`src/rtl/uart_tx_9600.sv`:
```
// uart_tx_9600: 8N1 UART transmitter with its own bit-period divider.
// Accepts a byte via start/ready handshake and shifts it out LSB first on tx.
// Optional macro UART_TX_PARITY_EN inserts an even-parity bit (8E1 framing).
//
// state     | meaning
// ----------+-----------------------------------------------
// ST_IDLE   | line idle (tx=1), ready=1, waiting for start
// ST_START  | start bit (tx=0) for one bit period
// ST_DATA   | eight data bits, LSB first
// ST_PARITY | even parity bit (only with UART_TX_PARITY_EN)
// ST_STOP   | stop bit (tx=1), ready returns at its end
module uart_tx_9600 #(
    parameter int CLKS_PER_BIT = 5208,
    parameter int CNT_W        = 16
) (
    input  logic       clk,
    input  logic       reset,
    input  logic [7:0] data_in,
    input  logic       start,
    output logic       ready,
    output logic       tx
);

    localparam logic [2:0] ST_IDLE   = 3'd0;
    localparam logic [2:0] ST_START  = 3'd1;
    localparam logic [2:0] ST_DATA   = 3'd2;
    localparam logic [2:0] ST_STOP   = 3'd3;
`ifdef UART_TX_PARITY_EN
    localparam logic [2:0] ST_PARITY = 3'd4;
`endif

    localparam logic [CNT_W-1:0] CNT_LAST = CNT_W'(CLKS_PER_BIT - 1);
    localparam logic [CNT_W-1:0] CNT_ONE  = CNT_W'(1);

    logic [2:0]       state;
    logic [CNT_W-1:0] cnt;
    logic [2:0]       bit_idx;
    logic [7:0]       shift;
    logic             bit_end;
`ifdef UART_TX_PARITY_EN
    // Parity is captured at accept time because the shift register
    // no longer holds all eight bits by the time the parity bit is sent.
    logic             parity;
`endif

    // Last clock of the current bit period.
    always_comb begin
        bit_end = (cnt == CNT_LAST);
    end

    // Frame sequencer: bit timing, serial shift and handshake.
    always_ff @(posedge clk) begin
        if (reset) begin
            state   <= ST_IDLE;
            cnt     <= '0;
            bit_idx <= '0;
            shift   <= '0;
            tx      <= 1'b1;
            ready   <= 1'b1;
`ifdef UART_TX_PARITY_EN
            parity  <= 1'b0;
`endif
        end else begin
            case (state)
                ST_IDLE: begin
                    tx    <= 1'b1;
                    ready <= 1'b1;
                    if (start && ready) begin
                        shift <= data_in;
                        tx    <= 1'b0;
                        ready <= 1'b0;
                        cnt   <= '0;
                        state <= ST_START;
`ifdef UART_TX_PARITY_EN
                        parity <= ^data_in;
`endif
                    end
                end
                ST_START: begin
                    if (bit_end) begin
                        cnt     <= '0;
                        tx      <= shift[0];
                        bit_idx <= 3'd0;
                        state   <= ST_DATA;
                    end else begin
                        cnt <= cnt + CNT_ONE;
                    end
                end
                ST_DATA: begin
                    if (bit_end) begin
                        cnt <= '0;
                        if (bit_idx != 3'd7) begin
                            shift   <= shift >> 1;
                            tx      <= shift[1];
                            bit_idx <= bit_idx + 3'd1;
                        end else begin
`ifdef UART_TX_PARITY_EN
                            tx    <= parity;
                            state <= ST_PARITY;
`else
                            tx    <= 1'b1;
                            state <= ST_STOP;
`endif
                        end
                    end else begin
                        cnt <= cnt + CNT_ONE;
                    end
                end
`ifdef UART_TX_PARITY_EN
                ST_PARITY: begin
                    if (bit_end) begin
                        cnt   <= '0;
                        tx    <= 1'b1;
                        state <= ST_STOP;
                    end else begin
                        cnt <= cnt + CNT_ONE;
                    end
                end
`endif
                ST_STOP: begin
                    if (bit_end) begin
                        cnt   <= '0;
                        ready <= 1'b1;
                        state <= ST_IDLE;
                    end else begin
                        cnt <= cnt + CNT_ONE;
                    end
                end
                default: begin
                    state <= ST_IDLE;
                    cnt   <= '0;
                    tx    <= 1'b1;
                    ready <= 1'b1;
                end
            endcase
        end
    end

endmodule

```
`config.mk`:
```
export PLATFORM = sky130hd
export DESIGN_NAME = uart_tx_9600
export DESIGN_NICKNAME = d
export VERILOG_FILES = /design/src/rtl/uart_tx_9600.sv
export SDC_FILE = /design/constraint.sdc
export NUM_CORES = 1
export LEC_CHECK = 0
export CORE_UTILIZATION = 50
export DETAILED_ROUTE_END_ITERATION = 6
export PLACE_DENSITY = 0.7
export SLEW_MARGIN = 20
export SYNTH_ARGS = -nofsm -noshare
export SYNTH_HDL_FRONTEND = slang
export SYNTH_SLANG_ARGS = --single-unit
```
`constraint.sdc`:
```
create_clock -name clk -period 4.55 [get_ports clk]
set_input_delay 0.91 -clock clk [delete_from_list [all_inputs] [get_ports clk]]
set_output_delay 0.91 -clock clk [all_outputs]
set_load 0.05 [all_outputs]
```
==> results.txt <==
outcome: completed
Detailed Route WL: 3870 um
commonest non-fill, non-tap cell in the layout: dfxtp_1
Synth Area per Inst: 8.74 um^2
buffer and inverter count on the worst path: 1
gr ovfl total: 0
Final Skew: 0.00601 ns
RSZ-0062 raised after global routing: no
Worst Tran Pin Value: 0.853 ns
Num Clock Sinks: 31
Crit Path Class: flip-flop to primary output
GRT Overall Usage: 0.234
H-Tree Depth: 2
via count: 1532
core footprint: 0.00334 mm^2
Die ar.: 0.00374 mm^2
Fin. Hold Viols: 0
n_diodes: 0
DRC: 0
Max transition margin: 0.430
largest net degree at the start of global routing: 26
top_reg_cell synth: dfxtp_1
worst r2r src: state[0]$_SDFFE_PP0P_
worst-path fanout max: 5
period utilization: 0.546
Hold Path Class: flip-flop to flip-flop
Crit. End Element: primary output
Final setup viols: 0
vias in the first global route: 1366
Post-DRT Antenna Nets: 0
FF+latch area: 621 um^2
Fill cells: 303
minimum clock period: 2.48 ns
critical path data required time: 3.64 ns
pre-CTS WS: 1.89 ns
setup ws final: 2.07 ns
Die Ht: 61.1 um
max-capacitance violation count: 0
Final Slew Violations: 0
layout cells sized above 1: 0.0853
global-route wire length before repair: 6350 um
ys async rst share: 0
Largest stage delay, worst path: 0.83 ns
min-delay src: bit_idx[1]$_SDFFE_PP0P_
clock tree buffer depth: 2
Syn. warnings: 0
Post-Syn Instances: 200
First-pass DRT Iterations: 4
# IOs: 13
Worst R2R Path Depth: 6
CTS buffer count: 5
max frequency: 403 MHz
Cell Area, Synth: 0.00175 mm^2
Synth cell types: 45
crit path cell chain: clkdlybuf4s50_1
multi-input logic area: 0.00106 mm^2
peak supply drop: 0.285 mV
P&R area growth vs syn: 10.3%
final estimated routing congestion in global placement: 0.762
via/cell ratio: 5.96
Worst-Skew Late Latency: 0.33 ns
nets: 230
# Post-CTS Setup Buffers: 0
die width: 61.1 um
routed length per instance: 15.0 um
worst-case hold path end point: bit_idx[1]$_SDFFE_PP0P_
CTS root buffer: clkbuf_4
Iteration-0 DRC Markers: 59
Initial Util: 0.524
Post-synth EDFFs: 0
delay-heaviest family, CP: buffers and inverters
reg2reg end: bit_idx[2]$_SDFFE_PP0P_
flop and latch count out of synthesis: 31
Seq/Total Area, Yosys: 0.355
Setup TNS: 0 ns
most frequent cells in the layout: dfxtp_1, nor2_1, nand2_1, nand4_1, o21ai_0
Power Dens Cells: 458 mW/mm^2
Port Buffers: 12
HPWL Detailed: 2730 um
post-cts hold buffer count: 0
crit path max-delay cell type: clkdlybuf4s50_1
# rows: 21
hold path depth: 2
Pleak: 0.637 nW
CP startpoint kind: flip-flop
Reg2Reg Setup Slack: 2.33 ns
Worst Path Arrival: 1.57 ns
Post-CTS Resized: 0
Net Count, Synth: 220
antenna violations before repair: 0
CTS tree: built
Worst-path clk slew: 0.10 ns
-- Yosys cell counts, types with 3 or more instances --
| cell | number | area [um^2] |
|---|---|---|
| nor4_1 | 3 | 18.8 |
| dfxtp_1 | 31 | 621 |
| a21oi_1 | 13 | 65.1 |
| inv_1 | 4 | 15.0 |
| mux2i_1 | 4 | 40.0 |
| nand3_1 | 9 | 45.0 |
| clkbuf_1 | 5 | 18.8 |
| xnor2_1 | 6 | 52.6 |
| a31oi_1 | 9 | 56.3 |
| nor2_1 | 16 | 60.1 |
| o21ai_0 | 15 | 75.1 |
| nand2b_1 | 3 | 18.8 |
| nand4_1 | 15 | 93.8 |
| or3_1 | 3 | 18.8 |
| ha_1 | 9 | 113 |
| nand2_1 | 15 | 56.3 |
-- worst max path at each step --
stage / startpoint / to / slack, ns / cells after the start
6_report: ready$_SDFFE_PP1P_ / ready / 2.07 / 1
5_1_grt: ready$_SDFFE_PP1P_ / ready / 2.01 / 1
4_1_cts: ready$_SDFFE_PP1P_ / ready / 2.06 / 1
3_5_place_dp: start / cnt[13]$_SDFFE_PP0N_ / 1.89 / 6
3_3_place_gp: start / cnt[13]$_SDFFE_PP0N_ / 1.96 / 6
2_1_floorplan: start / cnt[13]$_SDFFE_PP0N_ / 2.65 / 4
-- sequential cells by signal, indices dropped and copies added, names as in the netlist --
name and count:
cnt 16, shift 8, bit_idx 3, state 2, ready 1, tx 1
-- where the power goes --
| part | switching, mW | internal (mW) | leakage [nW] |
|---|---|---|---|
| clock | 0.0935 | 0.0602 | 0.0293 |
| sequential | 0.0326 | 0.310 | 0.252 |
| combinational | 0.254 | 0.133 | 0.356 |
-- cells by family after synthesis --
family / Yosys count / synth area share
adder cells (fa/ha/maj): 9 / 0.0644
AND/OR/NAND/NOR: 85 / 0.301
XOR/XNOR: 7 / 0.0351
multiplexers: 4 / 0.0229
flip-flops: 31 / 0.355
AO/OA/AOI/OAI: 50 / 0.182
buffers and inverters: 14 / 0.0401
-- area by class of cell --
cell class              count  share of cell area
flip-flops and latches     31               0.322
inverters                   4             0.00779
multi-input cells         155               0.548
repair buffers             13              0.0662
well taps                  46              0.0299
clock buffers               7              0.0234
clock inverters             1             0.00260
-- stage by stage --
step	instances	util	total power, mW	area, um^2	hold slack, ns
after detailed placement	249	0.563	0.728	1880	0.484
after global placement	249	0.563	0.715	1880	0.461
after global routing	257	0.578	0.942	1930	0.518
final	257	0.578	0.884	1930	0.493
after floorplan	200	-	0.634	1750	0.453
after CTS	257	0.578	0.881	1930	0.497
-- per-layer routing --
layer	up-vias	track usage	routed length [um]
li1	765	-	-
met1	720	0.310	1840
met2	37	0.366	1790
met3	10	0.0462	152
met4	0	0.114	82
met5	-	0	0
(Power assumes the default switching activity.)
